## src/rtl/regfile_sb.sv

```systemverilog
// ID-stage register file with a pending-write scoreboard and a sequenced clear engine.
// Optional macro REGFILE_SB_BYPASS_EN forwards same-cycle write data to the read ports.
module regfile_sb #(
  parameter int unsigned DW         = 32,
  parameter int unsigned AW         = 5,
  parameter int unsigned DEBUG_TAPS = 0
) (
  input  logic          clk,
  input  logic          arst,
  input  logic          wr_en,
  input  logic [AW-1:0] wr_addr,
  input  logic [DW-1:0] wr_data,
  input  logic [AW-1:0] rd_addr_a,
  output logic [DW-1:0] rd_data_a,
  input  logic [AW-1:0] rd_addr_b,
  output logic [DW-1:0] rd_data_b,
  output logic          busy_a,
  output logic          busy_b,
  input  logic          sb_set,
  input  logic [AW-1:0] sb_addr,
  input  logic          clr_req,
  output logic          clr_busy,
  output logic [DW-1:0] dbg_r2,
  output logic [DW-1:0] dbg_r3,
  output logic [DW-1:0] dbg_r4,
  output logic [DW-1:0] dbg_r5,
  output logic [DW-1:0] dbg_r6,
  output logic [DW-1:0] dbg_r7
);

  localparam int unsigned   DEPTH = 1 << AW;
  localparam logic [AW-1:0] LAST  = AW'(DEPTH - 1);

  typedef enum logic {IDLE, CLEAR} state_t;

  state_t            state;
  logic [AW-1:0]     clr_cnt;
  logic [DW-1:0]     mem [DEPTH];
  logic [DEPTH-1:0]  sb;
  logic              idle;
  logic              wr_ok;

  assign idle     = (state == IDLE);
  assign wr_ok    = idle && wr_en && (wr_addr != '0);
  assign clr_busy = (state == CLEAR);

  // Clear sequencer: counter walks 1..DEPTH-1, entry 0 never needs zeroing.
  always_ff @(posedge clk or negedge arst) begin
    if (!arst) begin
      state   <= IDLE;
      clr_cnt <= '0;
    end else begin
      case (state)
        IDLE: begin
          if (clr_req) begin
            state   <= CLEAR;
            clr_cnt <= AW'(1);
          end
        end
        CLEAR: begin
          if (clr_cnt == LAST) begin
            state   <= IDLE;
            clr_cnt <= '0;
          end else begin
            clr_cnt <= clr_cnt + AW'(1);
          end
        end
        default: begin
          state   <= IDLE;
          clr_cnt <= '0;
        end
      endcase
    end
  end

  // Storage array; producer writes are dropped while the clear engine owns the array.
  always_ff @(posedge clk or negedge arst) begin
    if (!arst) begin
      for (int unsigned i = 0; i < DEPTH; i++) begin
        mem[i] <= '0;
      end
    end else if (state == CLEAR) begin
      mem[clr_cnt] <= '0;
    end else if (wr_ok) begin
      mem[wr_addr] <= wr_data;
    end
  end

  // Scoreboard: the set is applied after the clear so a newer producer wins.
  always_ff @(posedge clk or negedge arst) begin
    if (!arst) begin
      sb <= '0;
    end else if (idle) begin
      if (clr_req) begin
        sb <= '0;
      end else begin
        if (wr_ok) begin
          sb[wr_addr] <= 1'b0;
        end
        if (sb_set && (sb_addr != '0)) begin
          sb[sb_addr] <= 1'b1;
        end
      end
    end
  end

  always_comb begin
    rd_data_a = '0;
    busy_a    = 1'b0;
    if (rd_addr_a != '0) begin
      rd_data_a = mem[rd_addr_a];
      busy_a    = clr_busy || sb[rd_addr_a];
`ifdef REGFILE_SB_BYPASS_EN
      if (wr_ok && (wr_addr == rd_addr_a)) begin
        rd_data_a = wr_data;
        busy_a    = sb_set && (sb_addr == rd_addr_a);
      end
`endif
    end
  end

  always_comb begin
    rd_data_b = '0;
    busy_b    = 1'b0;
    if (rd_addr_b != '0) begin
      rd_data_b = mem[rd_addr_b];
      busy_b    = clr_busy || sb[rd_addr_b];
`ifdef REGFILE_SB_BYPASS_EN
      if (wr_ok && (wr_addr == rd_addr_b)) begin
        rd_data_b = wr_data;
        busy_b    = sb_set && (sb_addr == rd_addr_b);
      end
`endif
    end
  end

  // Debug taps exist only when enabled and the file is deep enough to hold r7.
  generate
    if ((DEBUG_TAPS != 0) && (DEPTH > 7)) begin : g_dbg
      assign dbg_r2 = mem[AW'(2)];
      assign dbg_r3 = mem[AW'(3)];
      assign dbg_r4 = mem[AW'(4)];
      assign dbg_r5 = mem[AW'(5)];
      assign dbg_r6 = mem[AW'(6)];
      assign dbg_r7 = mem[AW'(7)];
    end else begin : g_nodbg
      assign dbg_r2 = '0;
      assign dbg_r3 = '0;
      assign dbg_r4 = '0;
      assign dbg_r5 = '0;
      assign dbg_r6 = '0;
      assign dbg_r7 = '0;
    end
  endgenerate

endmodule

```

## config.mk

```make
export PLATFORM = sky130hd
export DESIGN_NAME = regfile_sb
export DESIGN_NICKNAME = d
export VERILOG_FILES = /design/src/rtl/regfile_sb.sv
export SDC_FILE = /design/constraint.sdc
export NUM_CORES = 2
export LEC_CHECK = 0
export BUFFER_PORTS_ARGS = -buffer_cell sky130_fd_sc_hd__buf_2
export CAP_MARGIN = 20
export CORE_MARGIN = 5
export CORE_UTILIZATION = 45
export CTS_CLUSTER_DIAMETER = 50
export CTS_CLUSTER_SIZE = 10
export DETAILED_ROUTE_END_ITERATION = 16
export SLEW_MARGIN = 20
export SYNTH_ARGS = -nofsm -noshare
export SYNTH_HDL_FRONTEND = slang
export SYNTH_SLANG_ARGS = --single-unit
```

## constraint.sdc

```tcl
create_clock -name clk -period 3.3 [get_ports clk]
set_input_delay 0.66 -clock clk [delete_from_list [all_inputs] [get_ports clk]]
set_output_delay 0.66 -clock clk [all_outputs]
set_load 0.01 [all_outputs]
```

==> impl_metrics.ini <==
[status]
status = complete, but fails checks
violations = negative setup slack

[pwr]
total_power_mw = 37.1
cellPowerDensity_nw_per_um2 = 565
leakage_nw = 29.0
ir_drop_v = 0.000662

[floorplanning]
core_um2 = 124000
die_area_um2 = 132000
initial_core_util_pct = 45.4
ioPinCount = 316
die_h_um = 364
core.rowCount = 129
die_w_um = 364

[layout]
final_area_um2 = 65700
fin_cells = 5698
regArea_um2 = 26600
fill_cells = 9948
area_growth_pct = 16.8
finalCoreUtilization_pct = 53.0
final_nets = 4049
multiInputGateArea_um2 = 27200
drive_gt1_share_pct = 35.8

[timing]
fin_crit_sh_pct = 101
fin_crit_ps = 3340
drv_slew = 0
fmax_ghz = 0.300
clock_skew_ps = 32.9
final-setup-viol-count = 7
worst_slew_pin_slew_ps = 1220
setup_ws_ps = -38.8
rsz0062_at_grt = yes
slew_headroom_pct = 18.8
hold_violations = 0

[drt]
wl_per_cell_um = 36.9
routed_wl_um = 210000
avgViaCountPerCell = 7.22
antenna_left = 0
vias = 41100
drc = 0
firstDrtPassIters = 7
drt-initial-drc-count = 5064

[global_routing]
grt_max_degree = 109
antenna_found_initial = 17
grt_first_pass_wirelength_um = 301000
grt_pass1_vias = 41300
track_usage_pct = 31.5
grt_overflow_total = 0

[synthesis]
yosys.area.top_type_share_pct = 47.2
yosysTopAreaCell = dfrtp_1
synth_area_per_cell_um2 = 14.6
synth.most_common_cell = dfrtp_1
yosysSeqAreaShare_pct = 47.2
synth_commonest_cells = 1,062 x dfrtp_1, 993 x a22o_1, 652 x mux4_2
yosysUniqueCellTypes = 51
synthTopCellsByArea = dfrtp_1 47%, mux4_2 26%, a22o_1 15%
async_flop_share_pct = 100
syn-instance-count = 3846
syn_area_um2 = 56300
synth-edff-count = 0
ys.flop_type = dfrtp_1
yosysWarnings = 0
ys_seq_elements = 1062

[setup_path]
reg2reg_from = clr_busy
critPathLaunchType = input port
reg2reg_to = mem[668]
critPathRequiredTime_ps = 2640
crit_end = rd_data_a[10]
ff2ff_path_depth = 7
startpoint = rd_addr_a[1]
arrival_ps = 2680
path_class = input port to output pin
critPathMaxFanout = 20
end_kind = output pin
r2r_slack_ps = 340

[placement]
dpl_cell_area_um2 = 60200
portBuffers = 123
routabilityCongestion = 0.913
dp.cells = 5432
dp_hpwl_um = 126000
pre_cts_slack_ps = -206

[job]
maxCapViolCount = 0

[cts]
cts.htree.levels = 4
root_buffer = clkbuf_16
clkTransAtPathRegs_ps = 60
clock_latency_ps = 770
numCtsBuffers = 137
clk_path_buf_depth = 3
cts.sinks = 1062
tritoncts = done

[hold_path]
hold_path.class = input port to register
worstHoldPathCells = 3
[flip-flops by register name, indices dropped and copies added, names as in the netlist]
| name | cells |
|---|---|
| sb | 32 |
| clr_cnt | 5 |
| mem | 1024 |
| clr_busy | 1 |
[metrics by stage]
stage                     hold WS, ps  TNS [ps]
after floorplan                   364         0
after global placement            485     -2230
after detailed placement          491     -2330
after CTS                         266      -405
after global routing              311      -290
final                             310      -120
[worst min-delay path by stage]
stage / from / slack (ps) / endpoint
floorplan: arst / 360 / clr_busy
global placement: mem[1007] / 490 / mem[1007]
detailed placement: mem[998] / 490 / mem[998]
CTS: sb_addr[4] / 270 / sb[27]
global route: sb_addr[3] / 310 / sb[15]
finish: sb_addr[4] / 310 / sb[27]
[cells by family after synthesis]
family                     Yosys count  synth area share, %
muxes                              664                 26.3
buffers and inverters              742                 6.98
and+or+nand+nor                    201                 1.97
other                                1              0.00666
xor gates and xnor gates             2               0.0311
adders and majority gates            5                0.111
AOI/OAI and AO/OA                 1169                 17.3
DFF                               1062                 47.2
[cell usage in the layout (no fill, tap or decap), types with 9 or more instances in the layout]
master and instances:
a21oi_4 20, a22o_1 993, a31oi_4 11, and2_1 35, buf_12 90, buf_16 25
buf_2 113, buf_4 216, buf_6 19, bufinv_16 11, clkbuf_1 10, clkbuf_16 153
clkbuf_8 11, clkinv_1 11, conb_1 192, dfrtp_1 1062, diode_2 14, inv_1 52
inv_6 9, mux4_2 652, nand2_1 63, nand2_2 12, nor2_1 11, nor2_4 21
o21ai_0 30, o21ai_1 40, o21ai_2 22, o2bb2ai_1 27
[area by class of cell]
type                       instances  share of cell area (%)
clock inverter                    34                   0.767
tap                             1637                    3.12
clock buffer                     165                    5.77
inverter                          74                   0.442
multi-input combinational       2233                    41.4
sequential                      1062                    40.4
antenna                           14                  0.0533
timing repair buffer             479                    7.99
[where the power goes]
part / internal (mW) / leakage [nW] / total (mW) / switching (mW)
Clock: 8.91 / 2.10 / 14.7 / 5.80
Combinational: 3.10 / 12.1 / 7.29 / 4.19
Sequential: 14.2 / 14.8 / 15.1 / 0.974
Total: 26.2 / 29.0 / 37.1 / 11.0
[per-layer routing]
metal	routed length [um]	GRT usage (%)	vias to the layer above
met5	198	0.570	-
li1	-	-	15400
met1	80300	43.9	21800
met3	27700	9.71	647
met4	10600	15.1	8
met2	91700	45.5	3290
[worst max-delay path, cell delays in order]
cell,delay [ps]
buf_8,250
buf_4,330
mux4_2,350
mux4_2,500
nand2_2,160
o21ai_1,170
buf_2,180
[repair_timing]
action	CTS	global route
hold buffers	1	0
gates resized for setup	57	49
buffers inserted	13	23
endpoints found under the setup margin	55	54
pin swaps	4	5
gates cloned	5	10
endpoints found under the hold margin	38	0
Power figures use the tool's default switching activity.
